`config.mk`:
```
export PLATFORM = sky130hd
export DESIGN_NAME = instr_encoder
export DESIGN_NICKNAME = d
export VERILOG_FILES = /design/src/rtl/instr_encoder.sv
export SDC_FILE = /design/constraint.sdc
export NUM_CORES = 1
export LEC_CHECK = 0
export CAP_MARGIN = 10
export CORE_MARGIN = 2
export CORE_UTILIZATION = 31
export DETAILED_ROUTE_END_ITERATION = 10
export PLACE_DENSITY = 0.83
export SETUP_SLACK_MARGIN = 0.1
export SLEW_MARGIN = 10
export SYNTH_ARGS = -nofsm -noshare
export SYNTH_HDL_FRONTEND = slang
export SYNTH_SLANG_ARGS = --single-unit
```
`constraint.sdc`:
```
create_clock -name clk -period 1.66 [get_ports clk]
set_input_delay 0.249 -clock clk [delete_from_list [all_inputs] [get_ports clk]]
set_output_delay 0.249 -clock clk [all_outputs]
set_load 0.02 [all_outputs]
```
`src/rtl/instr_encoder.sv`:
```
// RV64 instruction encoder: turns LD/SD/ADDI/BEQ field sets into 32-bit words
// and streams them as sequential instruction-memory writes from word 0.
module instr_encoder #(
  parameter int IMEM_DEPTH = 64,
  parameter int ADDR_W     = 64
) (
  input  logic                          clk,
  input  logic                          rst_n,
  input  logic                          start,
  input  logic                          in_valid,
  output logic                          in_ready,
  input  logic [1:0]                    op_sel,
  input  logic [4:0]                    rd,
  input  logic [4:0]                    rs1,
  input  logic [4:0]                    rs2,
  input  logic [63:0]                   imm,
  output logic                          wr_en,
  output logic [ADDR_W-1:0]             wr_addr,
  output logic [31:0]                   wr_data,
  output logic                          full,
  output logic                          err,
  output logic [$clog2(IMEM_DEPTH):0]   count
);
  localparam int CW = $clog2(IMEM_DEPTH) + 1;

  typedef enum logic [1:0] {IDLE, RUN, FULL} state_t;

  typedef struct packed {
    logic [31:0] word;
    logic        ok;
  } enc_t;

  state_t state, state_nxt;
  enc_t   enc;
  logic   xfer;
  logic   is_ok, b_ok;

  // Sign-extension checks: upper bits must all replicate the encoded sign bit.
  assign is_ok = (&imm[63:11]) | ~(|imm[63:11]);
  assign b_ok  = ((&imm[63:12]) | ~(|imm[63:12])) & ~imm[0];

  assign in_ready = (state == RUN) && !start;
  assign xfer     = in_valid && in_ready;
  assign full     = (state == FULL);

  always_comb begin
    enc = '0;
    case (op_sel)
      2'd0: begin
        enc.word = {imm[11:0], rs1, 3'b011, rd, 7'b0000011};
        enc.ok   = is_ok;
      end
      2'd1: begin
        enc.word = {imm[11:5], rs2, rs1, 3'b011, imm[4:0], 7'b0100011};
        enc.ok   = is_ok;
      end
      2'd2: begin
        enc.word = {imm[11:0], rs1, 3'b000, rd, 7'b0010011};
        enc.ok   = is_ok;
      end
      default: begin
        enc.word = {imm[12], imm[10:5], rs2, rs1, 3'b000, imm[4:1], imm[11], 7'b1100011};
        enc.ok   = b_ok;
      end
    endcase
  end

  always_comb begin
    state_nxt = state;
    if (start)
      state_nxt = RUN;
    else if (xfer && enc.ok && (count == CW'(IMEM_DEPTH - 1)))
      state_nxt = FULL;
  end

  always_ff @(posedge clk or negedge rst_n) begin
    if (!rst_n) state <= IDLE;
    else        state <= state_nxt;
  end

  always_ff @(posedge clk or negedge rst_n) begin
    if (!rst_n) begin
      wr_en   <= 1'b0;
      wr_addr <= '0;
      wr_data <= '0;
      count   <= '0;
      err     <= 1'b0;
    end else begin
      wr_en <= 1'b0;
      if (start) begin
        count <= '0;
        err   <= 1'b0;
      end else if (xfer) begin
        if (enc.ok) begin
          wr_en   <= 1'b1;
          wr_data <= enc.word;
          wr_addr <= ADDR_W'({count, 2'b00});
          count   <= count + CW'(1);
        end else begin
          err <= 1'b1;
        end
      end
    end
  end
endmodule

```
# Word-level counts from Yosys, hierarchy flattened
# Index checks and enable logic that the tools add are counted.
[totals]
ff_bits = 50
input_bits = 85
out_inout_bits = 107
wordCells = 48
[op_classes]
add_sub_neg = 1
n_eq_ne = 6
mux = 12
bitwise_logic = 7
n_reduce_logical = 16
[op_table]
columns = ["operator", "count"]
rows = [
  ["33-bit case mux with 3 select lines", 1],
  ["53-bit AND reduction", 1],
  ["53-bit OR reduction", 1],
  ["52-bit AND reduction", 1],
  ["52-bit OR reduction", 1],
  ["7-bit 2-to-1 mux", 3],
  ["7-bit by 1-bit adder with 7-bit output (second input constant)", 1],
  ["7-bit by 6-bit == test with 1-bit output (second input constant)", 1],
  ["1-bit 2-to-1 mux", 6],
  ["2-bit nonzero test", 3],
  ["2-bit by 1-bit == test with 1-bit output (second input constant)", 2],
  ["2-bit == test (second input constant)", 2],
  ["1-bit logical AND", 4],
  ["2-bit 2-to-1 mux", 2],
  ["1-bit inverter", 4],
  ["2-bit AND reduction", 2],
  ["3-bit AND reduction", 1],
  ["2-bit zero test", 1],
  ["2-bit inequality test (second input constant)", 1],
  ["1-bit bitwise OR", 2],
  ["1-bit bitwise AND", 1],
  ["1-bit zero test", 1],
]

# Longest topological paths before layout
[logic_depth]
word_depth = 9
depth_mapped = 9
ltp_nobuf = 6

# Worst setup path after synthesis
# No wires, ideal clock.
[synth_timing]
path_kind = "reg-to-reg"
startpoint = "register state[1]"
endpoint = "register state[0]"
setup_time_ns = 0.119
arrival_time_ns = 1.997
required_time_ns = 1.541
path_slack_ns = -0.456
stages_incl_launch_ff = 6
n_path_buf = 0
period_less_slack_ns = 2.116
cell_sequence = "dfrtp_1 > nor3b_1 > and3_1 > o221ai_2 > or4_1 > o21a_1"
[synth_via]
elab_chain_len = 6
[synth_rtl]
columns = ["element", "line_no", "source"]
rows = [
  ["start, declared", "33", "state_t state, state_nxt;"],
  ["start signal, assigned", "78", "else state <= state_nxt;"],
  ["2-bit by 1-bit == test with 1-bit output", "42", "assign in_ready = (state == RUN) && !start;"],
  ["1-bit logical AND", "42", ""],
  ["net in_ready", "11", "output logic in_ready,"],
  ["1-bit logical AND", "43", "assign xfer = in_valid && in_ready;"],
  ["1-bit logical AND (2 in series)", "72", "else if (xfer && enc.ok && (count == CW'(IMEM_DEPTH - 1)))"],
  ["2-bit nonzero test (no line)", "-", ""],
]
# The timed path passes the listed nets, and every way through them passes these cells.
# A chain may end at the register's enable or synchronous reset.

# Final worst setup path
[layout_timing]
startpoint = "input imm[23]"
endpoint = "register count[3]"
[layout_via]
elab_chain_len = 7
word_cells_on_any_way = 12
classes_between = "mux: 1; bitwise: 5; reduce/logical: 6"
[layout_rtl]
columns = ["element", "line_no", "source"]
rows = [
  ["start, declared", "16", "input logic [63:0] imm,"],
  ["52-bit OR reduction", "40", "assign b_ok = ((&imm[63:12]) | ~(|imm[63:12])) & ~imm[0];"],
  ["1-bit inverter", "40", ""],
  ["1-bit bitwise OR", "40", ""],
  ["1-bit bitwise AND", "40", ""],
  ["33-bit case mux with 3 select lines (*)", "48", "case (op_sel)"],
  ["2-bit nonzero test (no line) (*)", "-", ""],
  ["2-bit AND reduction (no line) (*)", "-", ""],
  ["end signal, assigned", "98", "count <= count + CW'(1);"],
  ["end, declared", "22", "output logic [$clog2(IMEM_DEPTH):0] count"],
]
# Mark *: on every way between the ends. The rest lies on a longest branch, timed or not.

==> flow_metrics.env <==
export IMPL_total_power_uw=2270
export IMPL_portBuffers=131
export IMPL_fin_util_pct=52.1
export IMPL_hpwl_microns=5770
export IMPL_die_y_microns=95.7
export IMPL_grt_pass1_vias=2374
export IMPL_slowest_stage="or3_4"
export IMPL_seq_area_sq_um=1130
export IMPL_routed_via_count=2343
export IMPL_diodes=0
export IMPL_hold_path_class="input port to asynchronous set/reset pin"
export IMPL_synth_async_reset_ratio_pct=100
export IMPL_crit_family="simple AND/OR/NAND/NOR gates"
export IMPL_grt_usage_pct=15.6
export IMPL_initial_core_util_pct=31.9
export IMPL_fmax_mhz=535
export IMPL_rr_startpoint="count[0]"
export IMPL_cts_tree="done"
export IMPL_crit_path_end_kind="flip-flop"
export IMPL_yosys_warnings=0
export IMPL_finalHoldViolCount=0
export IMPL_first_pass_iters=4
export IMPL_reg2reg_setup_slack_ns=-0.05
export IMPL_yosys_cell_types_count=33
export IMPL_h_tree_depth=2
export IMPL_yosys_area_top_type="dfrtp_1"
export IMPL_cp_endpoint="count[3]"
export IMPL_reg2reg_to="state[0]"
export IMPL_antenna_found_initial=0
export IMPL_grt_max_degree=31
export IMPL_root_buffer="clkbuf_8"
export IMPL_nFillCells=749
export IMPL_grt_pass1_wl_microns=11000
export IMPL_via_per_inst=4.51
export IMPL_power_density_nw_per_um2=534
export IMPL_status="finished, violations left"
export IMPL_crit_required_ns=1.89
export IMPL_overflow=0
export IMPL_worstPathCellList="buf_6 -> nor4_4 -> buf_4 -> nand4_1 -> nor4_4 -> o221ai_4 -> buf_6 -> or3_4 -> a21oi_2"
export IMPL_rsz0062_at_grt="true"
export IMPL_clk_insertion_delay_late_ns=0.30
export IMPL_io_pin_count=192
export IMPL_setup_worst_path_start_class="input port"
export IMPL_fp_coreArea_sq_um=8180
export IMPL_syn_area_per_cell_sq_um=9.90
export IMPL_worst_slack_ns=-0.209
export IMPL_drc=0
export IMPL_vdd_drop_max_mv=0.411
export IMPL_cts_buffers=5
export IMPL_crit_start="imm[23]"
export IMPL_cts_sinks=45
export IMPL_clk_pin_slew_ns=0.10
export IMPL_routed_wl_microns=7240
export IMPL_synthMostInstantiatedCell="buf_4"
export IMPL_drv_cap=0
export IMPL_violations="negative setup slack"
export IMPL_nets=500
export IMPL_synth_flop_cell="dfrtp_1"
export IMPL_critical_path_class="input port to flip-flop"
export IMPL_routedWlPerCell_microns=13.9
export IMPL_synth_area_sq_um=2600
export IMPL_drt_iter0_markers=44
export IMPL_synth_top_area_share_pct=43.2
export IMPL_drv_slew=0
export IMPL_drtAntennaViolNets=0
export IMPL_area_delta_synth_final_pct=63.5
export IMPL_cpPeakStageDelay_ns=0.37
export IMPL_yosys_top_cells_area="dfrtp_1 43%, buf_4 18%, mux2_2 8.2%"
export IMPL_synth_edf_count=0
export IMPL_multi_input_area_sq_um=1460
export IMPL_synthCells=263
export IMPL_synth_seq_area_share_pct=43.2
export IMPL_final_period_utilization_pct=113
export IMPL_clockBufferDepth=2
export IMPL_num_rows=33
export IMPL_path_buf_inv=3
export IMPL_finalCriticalPeriod_ns=1.87
export IMPL_setup_violations=41
export IMPL_finClkSkew_ns=0.00740
export IMPL_ys_top_cells_by_count="62 x buf_4, 45 x dfrtp_1, 22 x o21ai_0"
export IMPL_synth_seq_cells=45
export IMPL_hold_slack_ns=0.418
export IMPL_globalplace_congestion=0.700
export IMPL_fp_dieArea_sq_um=9150
export IMPL_critPathArrivalTime_ns=2.10
export IMPL_die_x_microns=95.7
export IMPL_p_leak_uw=0.00242
export IMPL_reg2reg_depth=5
export IMPL_cp_max_fo=6
export IMPL_crit_cells=9
export IMPL_drive_gt1_share_pct=30.1
## cell type report
| type | count | area share, % |
|---|---|---|
| flip-flops and latches | 45 | 26.4 |
| clock inverters | 3 | 0.588 |
| multi-input cells | 202 | 34.2 |
| inverters | 4 | 0.353 |
| repair buffers | 156 | 33.8 |
| clock buffers | 5 | 1.62 |
| well taps | 105 | 3.08 |
## how the worst min path moves through the flow
stage | startpoint | slack, ns | to
after floorplan | rst_n | -0.05 | count[0]
after global placement | rst_n | 0.21 | wr_data[8]
after detailed placement | rst_n | 0.22 | wr_data[8]
after CTS | rst_n | 0.42 | wr_data[11]
after global routing | rst_n | 0.45 | wr_data[11]
final | rst_n | 0.42 | wr_data[11]
## per-layer routing
metal	share of wire, %	global-route usage (%)	wire length, microns	vias up
li1	-	-	-	1116
met1	35	15.8	2570	1121
met2	55	31.2	3970	102
met3	9.1	4.35	657	4
met4	0.62	3.21	45	0
met5	0	0	0	-
## sequential cells by signal, summed over array words and instances, names as in the netlist
| register | flops |
|---|---|
| count | 7 |
| err | 1 |
| state | 2 |
| wr_data | 27 |
| wr_en | 1 |
| wr_addr | 7 |
## report_power, final
| part | switching [uW] | leakage, uW | internal (uW) |
|---|---|---|---|
| combinational | 271 | 0.00175 | 184 |
| sequential | 1.01 | 0.000622 | 1100 |
| clock | 413 | 0.0000452 | 307 |
## through the flow
step	setup WS (ns)	TNS (ns)	cell area, sq um	instances
final	-0.209	-3.73	4260	520
after global routing	-0.298	-8.14	4260	520
after CTS	-0.239	-5.32	4270	520
after detailed placement	-0.962	-36.77	4120	508
after global placement	-0.890	-34.40	4120	508
after floorplan	-0.235	-3.35	3010	322
## what timing repair did
| action | 4_1_cts | 5_1_grt |
|---|---|---|
| pin swaps | 27 | 24 |
| resized for setup | 140 | 89 |
| gates cloned | 1 | 0 |
| hold endpoints to repair | 17 | 0 |
| setup endpoints to repair | 59 | 69 |
| buffers inserted | 3 | 0 |
| hold buffers | 1 | 0 |
## cell families (layout without fill, tap and decap cells)
kind of cell | Yosys count | in the layout | synth area share (%)
flops | 45 | 45 | 43.2
fa+ha+maj | 1 | 1 | 0.480
mux | 31 | 31 | 12.8
buf+inv | 75 | 168 | 19.8
other cells | 1 | 60 | 0.144
simple gates | 77 | 77 | 16.3
compound gates | 32 | 32 | 6.82
xor+xnor | 1 | 1 | 0.336
## cells in the final DEF (no fill, tap or decap), types with 15 or more instances in the layout
cell,count
nand2_1,19
o21ai_1,16
dlymetal6s2s_1,23
dlygate4sd2_1,19
nand4_1,15
clkdlybuf4s50_1,38
dfrtp_1,45
conb_1,60
mux2_2,19
buf_4,16
clkbuf_2,26
## worst register-to-register path, stage by stage, from the launching register on
cell,delay [ns]
dfrtp_1,0.37
ha_1,0.18
nand3_1,0.10
or2_2,0.32
or4_4,0.51
o21a_1,0.12
Note: power is estimated with default switching activity, not from simulation.
